**config.mk**
```make
export PLATFORM = sky130hd
export DESIGN_NAME = nand_share_arbiter
export DESIGN_NICKNAME = d
export VERILOG_FILES = /design/src/rtl/nand_share_pkg.sv /design/src/rtl/nand_unit.sv /design/src/rtl/nand_share_arbiter.sv
export SDC_FILE = /design/constraint.sdc
export NUM_CORES = 1
export LEC_CHECK = 0
export ABC_CLOCK_PERIOD_IN_PS = 1900
export BUFFER_PORTS_ARGS = -buffer_cell sky130_fd_sc_hd__buf_2
export CORE_UTILIZATION = 48
export CTS_CLUSTER_SIZE = 24
export DETAILED_ROUTE_END_ITERATION = 8
export PLACE_DENSITY = 0.79
export RECOVER_POWER = 25
export SLEW_MARGIN = 5
export SYNTH_ARGS = -nofsm -noshare
export SYNTH_HDL_FRONTEND = slang
export SYNTH_HIERARCHICAL = 1
export SYNTH_SLANG_ARGS = --single-unit
export TNS_END_PERCENT = 100
```
**constraint.sdc**
```tcl
create_clock -name clk -period 1.9 [get_ports clk]
set_input_delay 0.095 -clock clk [delete_from_list [all_inputs] [get_ports clk]]
set_output_delay 0.095 -clock clk [all_outputs]
set_load 0.05 [all_outputs]
```
**src/rtl/nand_share_pkg.sv**
```systemverilog
// Shared types and constants for the NAND-sharing arbiter.
package nand_share_pkg;

   typedef enum logic [1:0] {
      IDLE = 2'd0,
      EXEC = 2'd1,
      RESP = 2'd2
   } state_e;

   localparam int unsigned N_REQ_DEF = 4;
   localparam int unsigned W_DEF     = 4;
   localparam int unsigned CNT_W_DEF = 8;

   // Requester-index width; never below one bit so ports stay legal.
   function automatic int unsigned id_width(input int unsigned n);
      return (n < 2) ? 1 : $clog2(n);
   endfunction

endpackage

```
**src/rtl/nand_unit.sv**
```systemverilog
// Shared combinational NAND datapath, one instance per arbiter.
module nand_unit
   import nand_share_pkg::*;
#(
   parameter int unsigned W = W_DEF
) (
   input  logic [W-1:0] a,
   input  logic [W-1:0] b,
   output logic [W-1:0] y
);

   assign y = ~(a & b);

endmodule

```
**src/rtl/nand_share_arbiter.sv**
```systemverilog
// Round-robin arbiter sequencing N_REQ requesters onto one NAND unit.
module nand_share_arbiter
   import nand_share_pkg::*;
#(
   parameter  int unsigned N_REQ = N_REQ_DEF,
   parameter  int unsigned W     = W_DEF,
   parameter  int unsigned CNT_W = CNT_W_DEF,
   localparam int unsigned ID_W  = id_width(N_REQ)
) (
   input  logic               clk,
   input  logic               rst,
   input  logic [N_REQ-1:0]   req_valid,
   input  logic [N_REQ*W-1:0] req_a,
   input  logic [N_REQ*W-1:0] req_b,
   output logic [N_REQ-1:0]   req_ready,
   output logic               resp_valid,
   input  logic               resp_ready,
   output logic [W-1:0]       resp_y,
   output logic [ID_W-1:0]    resp_id,
   output logic               busy,
   output logic [CNT_W-1:0]   op_count
);

   state_e            state_q, state_d;
   logic [ID_W-1:0]   rr_ptr_q, rr_ptr_d;
   logic [ID_W-1:0]   gid_q, gid_d;
   logic [ID_W-1:0]   resp_id_q, resp_id_d;
   logic [W-1:0]      opa_q, opa_d;
   logic [W-1:0]      opb_q, opb_d;
   logic [W-1:0]      resp_y_q, resp_y_d;
   logic [CNT_W-1:0]  op_count_q, op_count_d;

   logic [ID_W:0]     pick;
   logic              pick_vld;
   logic [ID_W-1:0]   pick_id;
   logic [N_REQ-1:0]  grant_c;
   logic [W-1:0]      nand_y;

   // First valid requester at or after ptr, wrapping; returns {found, index}.
   function automatic logic [ID_W:0] rr_pick(input logic [N_REQ-1:0] v,
                                             input logic [ID_W-1:0]  ptr);
      logic [ID_W:0]   r;
      logic [ID_W-1:0] idx;
      r = '0;
      // Walk from farthest to nearest so the nearest valid bit wins.
      for (int k = int'(N_REQ) - 1; k >= 0; k--) begin
         idx = ptr + ID_W'(k);
         if (v[idx]) r = {1'b1, idx};
      end
      return r;
   endfunction

   nand_unit #(.W(W)) u_nand (
      .a (opa_q),
      .b (opb_q),
      .y (nand_y)
   );

   // Round-robin search over the current request vector.
   always_comb begin
      pick     = rr_pick(req_valid, rr_ptr_q);
      pick_vld = pick[ID_W];
      pick_id  = pick[ID_W-1:0];
   end

   // Next-state, datapath capture and grant decode.
   always_comb begin
      state_d    = state_q;
      rr_ptr_d   = rr_ptr_q;
      gid_d      = gid_q;
      resp_id_d  = resp_id_q;
      opa_d      = opa_q;
      opb_d      = opb_q;
      resp_y_d   = resp_y_q;
      op_count_d = op_count_q;
      grant_c    = '0;

      case (state_q)
         IDLE: begin
            if (pick_vld) begin
               grant_c[pick_id] = 1'b1;
               opa_d            = req_a[32'(pick_id) * W +: W];
               opb_d            = req_b[32'(pick_id) * W +: W];
               gid_d            = pick_id;
               state_d          = EXEC;
            end
         end
         EXEC: begin
            resp_y_d  = nand_y;
            resp_id_d = gid_q;
            state_d   = RESP;
         end
         RESP: begin
            if (resp_ready) begin
               // Winner drops to lowest priority for the next search.
               rr_ptr_d   = gid_q + ID_W'(1);
               op_count_d = (&op_count_q) ? op_count_q : op_count_q + CNT_W'(1);
               state_d    = IDLE;
            end
         end
         default: state_d = IDLE;
      endcase
   end

   // State and datapath registers.
   always_ff @(posedge clk or posedge rst) begin
      if (rst) begin
         state_q    <= IDLE;
         rr_ptr_q   <= '0;
         gid_q      <= '0;
         resp_id_q  <= '0;
         opa_q      <= '0;
         opb_q      <= '0;
         resp_y_q   <= '0;
         op_count_q <= '0;
      end else begin
         state_q    <= state_d;
         rr_ptr_q   <= rr_ptr_d;
         gid_q      <= gid_d;
         resp_id_q  <= resp_id_d;
         opa_q      <= opa_d;
         opb_q      <= opb_d;
         resp_y_q   <= resp_y_d;
         op_count_q <= op_count_d;
      end
   end

   // Grant is combinational so the handshake closes in the accept cycle;
   // it is forced low while reset is held.
   assign req_ready  = rst ? '0 : grant_c;
   assign resp_valid = (state_q == RESP);
   assign busy       = (state_q != IDLE);
   assign resp_y     = resp_y_q;
   assign resp_id    = resp_id_q;
   assign op_count   = op_count_q;

endmodule

```
==> flow_summary.yaml, run 1 <==
clocking:
  clkSinkCount: 28
  cts-root-buf: "clkbuf_4"
  clock_path_buffers: 2
  worstSkewPairLatency_ps: 320
  cts_buffers: 3
  cts_max_level: 1
  path_clk_slew_ps: 150
  cts_tree: "yes"
power_and_ir_drop:
  combPwrFrac_pct: 58.8
  internal_power_uw: 1860
  leakage_uw: 0.00101
  ir_drop_mv: 0.730
  finalPower_uw: 3550
  seq_power_share_pct: 30.2
  p_clk_share_pct: 11.0
  pwr_density_cell_nw_per_um2: 1650
  switching_share_pct: 47.6
  p_sw_uw: 1690
sta:
  skew_ps: 3.53
  hold_viol: 0
  final.min_clock_period_ps: 1840
  slew_viol_final: 0
  setup_viol: 0
  worst_slew_pin_slew_ps: 716
  max_freq_mhz: 544
  slew-limit-headroom_pct: 52.3
  finalCritPeriodShare_pct: 96.7
  hold_ws_ps: 49.9
routing:
  vias_per_cell: 5.45
  drc: 0
  drt-total-wl_um: 3900
  wl_per_cell_um: 15.1
  final_antenna_net_count: 0
  firstDrtPassIters: 4
  drt_iter0_markers: 64
  vias: 1411
status:
  outcome: "completed"
placed_design:
  dp_cells: 245
  hpwl_um: 2700
  port_buffers: 58
  placed_area_um2: 1910
  place.gp.congestion: 0.836
floorplanning:
  start_util_pct: 50.0
  num_rows: 20
  fp.dieW_um: 58.2
  dieHeight_um: 58.2
  die-area_um2: 3380
  io_pins: 59
  core_um2: 3030
critical_path:
  critPathSlowestCell: "dfrtp_2"
  critical_path.top_delay_family: "flip-flops"
  path_cells: "nand2_2 > a311oi_2 > nor2_2 > nor4_4 > buf_6"
  arrival_ps: 1740
  crit_type: "reg -> out"
  startpoint_type: "flip-flop"
  critPathCaptureType: "output port"
  slowest_delay_ps: 480
  required_ps: 1800
  crit_buf_inv: 1
  crit_fanout: 5
yosys:
  syn-num-nets: 184
  yosys_most_used_dff: "dfrtp_1"
  yosysUniqueCellTypes: 34
  ys_ff_latch: 28
  syn_area_um2: 1510
  ys_warn_count: 6
  ys_seq_area_share_pct: 46.3
  syn_avg_cell_area_um2: 10.5
  synth_enable_flop_cells: 0
  async_flop_share_pct: 100
  netlist_instances: 144
finish:
  nNetsFinal: 256
  stdcell_area_um2: 2150
  drive_above_1_share_pct: 48.8
  num_antenna_cells: 0
  final_core_util_pct: 71.0
  area_delta_synth_final_pct: 42.1
  final_cells: 259
  nFillCells: 235
grt:
  antenna_found_initial: 0
  grt-ovfl-total: 0
  grt_max_degree: 29
  grt_first_pass_wirelength_um: 6060
  grt.total_usage_pct: 23.4
  grt_pass1_vias: 1405
run:
  cap_violations: 0
worst_hold_path:
  hp-class: "in -> reg"
==> worst register-to-register path, stage by stage, from the launching register on <==
cell      delay (ps)
dfrtp_1          430
nor2b_2           70
nand4b_4         200
buf_4            180
buf_4            140
and3_1           180
a211oi_1         310
o22ai_2          130
==> synthesized netlist by cell type (3+ instances only) <==
master / instances / area, µm²
dfrtp_1: 28 / 701
buf_2: 3 / 15.0
nand2b_1: 5 / 31.3
inv_1: 4 / 15.0
nor2_1: 4 / 15.0
a211oi_1: 8 / 60.1
xnor2_1: 6 / 52.6
mux2_2: 7 / 78.8
o22ai_1: 6 / 37.5
nand3_1: 4 / 20.0
nand2_1: 14 / 52.6
and3_1: 8 / 50.1
nor4_1: 5 / 31.3
o21ai_0: 10 / 50.1
mux2i_1: 8 / 80.1
==> power groups by stage <==
stage	Clock, µW	Sequential [µW]	Combinational, µW
2_1_floorplan	0	1360	1140
3_3_place_gp	0	1040	1790
3_5_place_dp	0	1060	1840
4_1_cts	398	1060	1940
5_1_grt	421	1110	2230
6_report	391	1070	2090
==> cell type report <==
type                       count  area (µm²)  share of cell area, %
tap                           44        55.1                   2.56
sequential                    28         702                   32.6
clock inverter                 1        30.0                   1.40
multi-input combinational    106         898                   41.8
clock buffer                   3        22.5                   1.05
inverter                       5        21.3                  0.989
timing repair buffer          72         422                   19.6
==> metal layers <==
layer  vias to the layer above  GRT usage [%]  wire length, µm
met2                        50           40.2             2050
met1                       678           29.3             1610
met5                         -              0                0
li1                        673              -                -
met3                        10           3.35              148
met4                         0           9.86               91
==> cells by family after synthesis <==
group                      after synthesis  share of synthesized area (%)
buffers and inverters                   10                           3.39
and+or+nand+nor                         48                           17.7
DFF                                     28                           46.3
adders and majority gates                1                          0.826
xor gates and xnor gates                 8                           4.63
muxes                                   15                           10.5
AOI/OAI and AO/OA                       34                           16.7
==> cell usage in the layout, fill, tap and decap left out, types with 2 or more instances in the layout <==
cell,netlist,routed
o22ai_1,6,6
inv_1,4,4
xnor2_1,6,6
a211oi_1,8,8
o21ai_0,10,10
o22ai_2,2,2
nand4_1,2,2
buf_4,0,11
buf_2,3,53
o21ai_2,2,2
nand2_1,14,12
xor2_1,2,2
nor4_4,0,4
nand4b_4,0,2
dlygate4sd3_1,0,2
mux2_2,7,7
clkbuf_4,0,3
mux2i_1,8,8
and3_1,8,8
dfrtp_1,28,27
buf_6,1,4
nand3_1,4,4
nand2b_1,5,4
nor2_1,4,2
==> flip-flops by register name (all words and copies together), names as in the netlist <==
signal and flops:
op_count 8, resp_id 2, resp_y 4, state_q 2, gid_q 2, opb_q 4
rr_ptr_q 2, opa_q 4
==> timing repair <==
action | CTS | global route
setup endpoints to repair | 4 | 4
hold buffers | 2 | 0
setup buffers | 2 | 6
hold endpoints to repair | 29 | 0
gates resized for setup | 16 | 12
pin swaps | 1 | 2
==> worst paths after layout <==
path / from / endpoint / slack (ps) / cells past startpoint
hold / removal: req_a[7] / opa_q[3] / 50 / 3
setup / recovery: rr_ptr_q[1] / req_ready[0] / 60 / 5
hold reg to reg: op_count[7] / op_count[7] / 500 / 1
min in group asynchronous: rst / resp_y[3] / 730 / 4
max in group asynchronous: rst / rr_ptr_q[1] / 680 / 4
setup reg to reg: rr_ptr_q[0] / opb_q[3] / 150 / 7
==> stage by stage <==
step                      TNS, ps  setup WS (ps)
after floorplan              -395           -198
after global placement          0            143
after detailed placement        0           34.5
after CTS                   -18.2          -18.2
after global routing        -35.1          -12.7
final                           0           61.9
Note: power is estimated with default switching activity, not from simulation.
==> inputs of run 2 (changes only) <==
--- a/config.mk
+++ b/config.mk
@@ -5,12 +5,12 @@
 export SDC_FILE = /design/constraint.sdc
 export NUM_CORES = 1
 export LEC_CHECK = 0
-export ABC_CLOCK_PERIOD_IN_PS = 1900
+export ABC_CLOCK_PERIOD_IN_PS = 2270
 export BUFFER_PORTS_ARGS = -buffer_cell sky130_fd_sc_hd__buf_2
-export CORE_UTILIZATION = 48
+export CORE_UTILIZATION = 52
 export CTS_CLUSTER_SIZE = 24
 export DETAILED_ROUTE_END_ITERATION = 8
-export PLACE_DENSITY = 0.79
+export PLACE_DENSITY = 0.84
 export RECOVER_POWER = 25
 export SLEW_MARGIN = 5
 export SYNTH_ARGS = -nofsm -noshare
==> constraint.sdc (replaced) <==
create_clock -name clk -period 2.27 [get_ports clk]
set_input_delay 0.1135 -clock clk [delete_from_list [all_inputs] [get_ports clk]]
set_output_delay 0.1135 -clock clk [all_outputs]
set_load 0.05 [all_outputs]
==> run 2 against run 1 <==
Core utilization decreased by 1.9 points. Clock skew decreased by 2.0 ps. Clock power decreased by 38%. Global-route usage increased by 0.70 points. Register-to-register slack improved by 290 ps. Die area decreased by 7.4%. First-iteration DRC count decreased by 22%. Combinational power decreased by 27%. Wire length decreased by 10%. Count of clock-buffer cells in the layout increased by 1. Sequential share of layout area increased by 4.1 points.
==> flow_summary.yaml, run 2 (synthesis gave the netlist of run 1 again) <==
grt:
  grt_pass1_vias: 1290
  grt-ovfl-total: 0
  grt.total_usage_pct: 24.1
  grt_max_degree: 29
  grt_first_pass_wirelength_um: 5910
  antenna_found_initial: 0
clocking:
  cts_max_level: 1
  cts_buffers: 3
  clock_path_buffers: 2
  cts_tree: "yes"
  clkSinkCount: 28
  cts-root-buf: "clkbuf_4"
  worstSkewPairLatency_ps: 320
  path_clk_slew_ps: 140
routing:
  wl_per_cell_um: 14.9
  firstDrtPassIters: 4
  drc: 0
  drt_iter0_markers: 50
  vias: 1356
  drt-total-wl_um: 3510
  final_antenna_net_count: 0
  vias_per_cell: 5.75
critical_path:
  critPathCaptureType: "output port"
  startpoint_type: "flip-flop"
  crit_type: "reg -> out"
  arrival_ps: 2080
  required_ps: 2160
  crit_fanout: 11
sta:
  hold_viol: 0
  finalCritPeriodShare_pct: 96.6
  skew_ps: 1.55
  fin_ws_ps: 76.9
  max_freq_mhz: 456
  slew_viol_final: 0
  grt_setup_unrepaired: "no"
  setup_viol: 0
  worst_slew_pin_slew_ps: 1470
  final.min_clock_period_ps: 2190
  slew-limit-headroom_pct: 2.31
run:
  cap_violations: 0
finish:
  area_delta_synth_final_pct: 25.9
  multi_input_area_um2: 786
  largest_reg_flops: 8
  final_cell_mix: "buf_2, dfrtp_1, nand2_1"
  final_core_util_pct: 69.1
  layout.cells.most_common: "buf_2"
  drive_above_1_share_pct: 41.0
  nFillCells: 207
  regArea_um2: 701
  final_cells: 236
  nNetsFinal: 246
  num_antenna_cells: 0
power_and_ir_drop:
  leakage_uw: 0.000923
  pwr_density_cell_nw_per_um2: 1390
  ir_drop_mv: 1.27
placed_design:
  dp_cells: 230
  port_buffers: 58
  pre_cts_ws_ps: 348
  place.gp.congestion: 0.785
  hpwl_um: 2640
floorplanning:
  start_util_pct: 54.9
  io_pins: 59
  core_um2: 2760
  fp.dieW_um: 56.0
  num_rows: 19
  dieHeight_um: 56.0
  die-area_um2: 3130
worst_hold_path:
  hp-class: "in -> reg"
status:
  outcome: "completed"
[run 2: cell types whose count changed in the layout (fill, tap and decap cells not counted), moves of 3 or more]
| cell | before | now |
|---|---|---|
| nor4_4 | 4 | 0 |
| buf_6 | 4 | 0 |
| buf_2 | 53 | 56 |
| buf_4 | 11 | 2 |
[run 2: area by class of cell]
type | count | area share [%]
clock buffers | 4 | 1.90
inverters | 5 | 1.12
multi-input cells | 106 | 41.2
flip-flops and latches | 28 | 36.8
well taps | 31 | 2.04
repair buffers | 62 | 16.9
[run 2: worst max-delay path: stages, from the launching register on]
cell and delay (ps):
dfrtp_1 400, nor2b_1 80, nand4b_2 330, and2_4 310, nor4_1 350, buf_4 280
[run 2: final timing paths]
path                             startpoint            to  slack [ps]  cells past startpoint
worst max-delay path            rr_ptr_q[0]  req_ready[3]          80                      5
worst min-delay path               req_b[4]      opb_q[0]          80                      3
worst max register to register  op_count[0]   op_count[1]         440                      5
worst min register to register  op_count[7]   op_count[7]         510                      1
max in group asynchronous               rst   op_count[0]         520                      4
min in group asynchronous               rst   rr_ptr_q[1]         910                      4
[run 2: per-layer routing]
metal	routed length, µm	share of wire (%)	track usage (%)	vias to the layer above
met2	1850	53	42.7	35
li1	-	-	-	651
met5	0	0	0	-
met1	1510	43	31.0	666
met4	35	1.0	4.18	0
met3	115	3.3	4.88	4
[run 2: per-stage QoR]
step / setup TNS, ps / hold WS (ps) / area [µm²] / power [µW]
after floorplan: -836 / 179 / 1530 / 2050
after global placement: 0 / 239 / 1840 / 2320
after detailed placement: 0 / 253 / 1840 / 2390
after CTS: 0 / 73.6 / 1900 / 2640
after global routing: 0 / 90.3 / 1910 / 2830
final: 0 / 80.8 / 1910 / 2650
[run 2: repair_timing]
action	CTS	global route
endpoints found under the setup margin	0	4
gates resized for setup	0	6
hold buffers	2	0
endpoints found under the hold margin	29	0
setup buffers	0	0
[run 2: power by group]
group,switching [µW],internal (µW)
Combinational,999,529
Clock,143,98.2
Sequential,168,711
Total,1310,1340
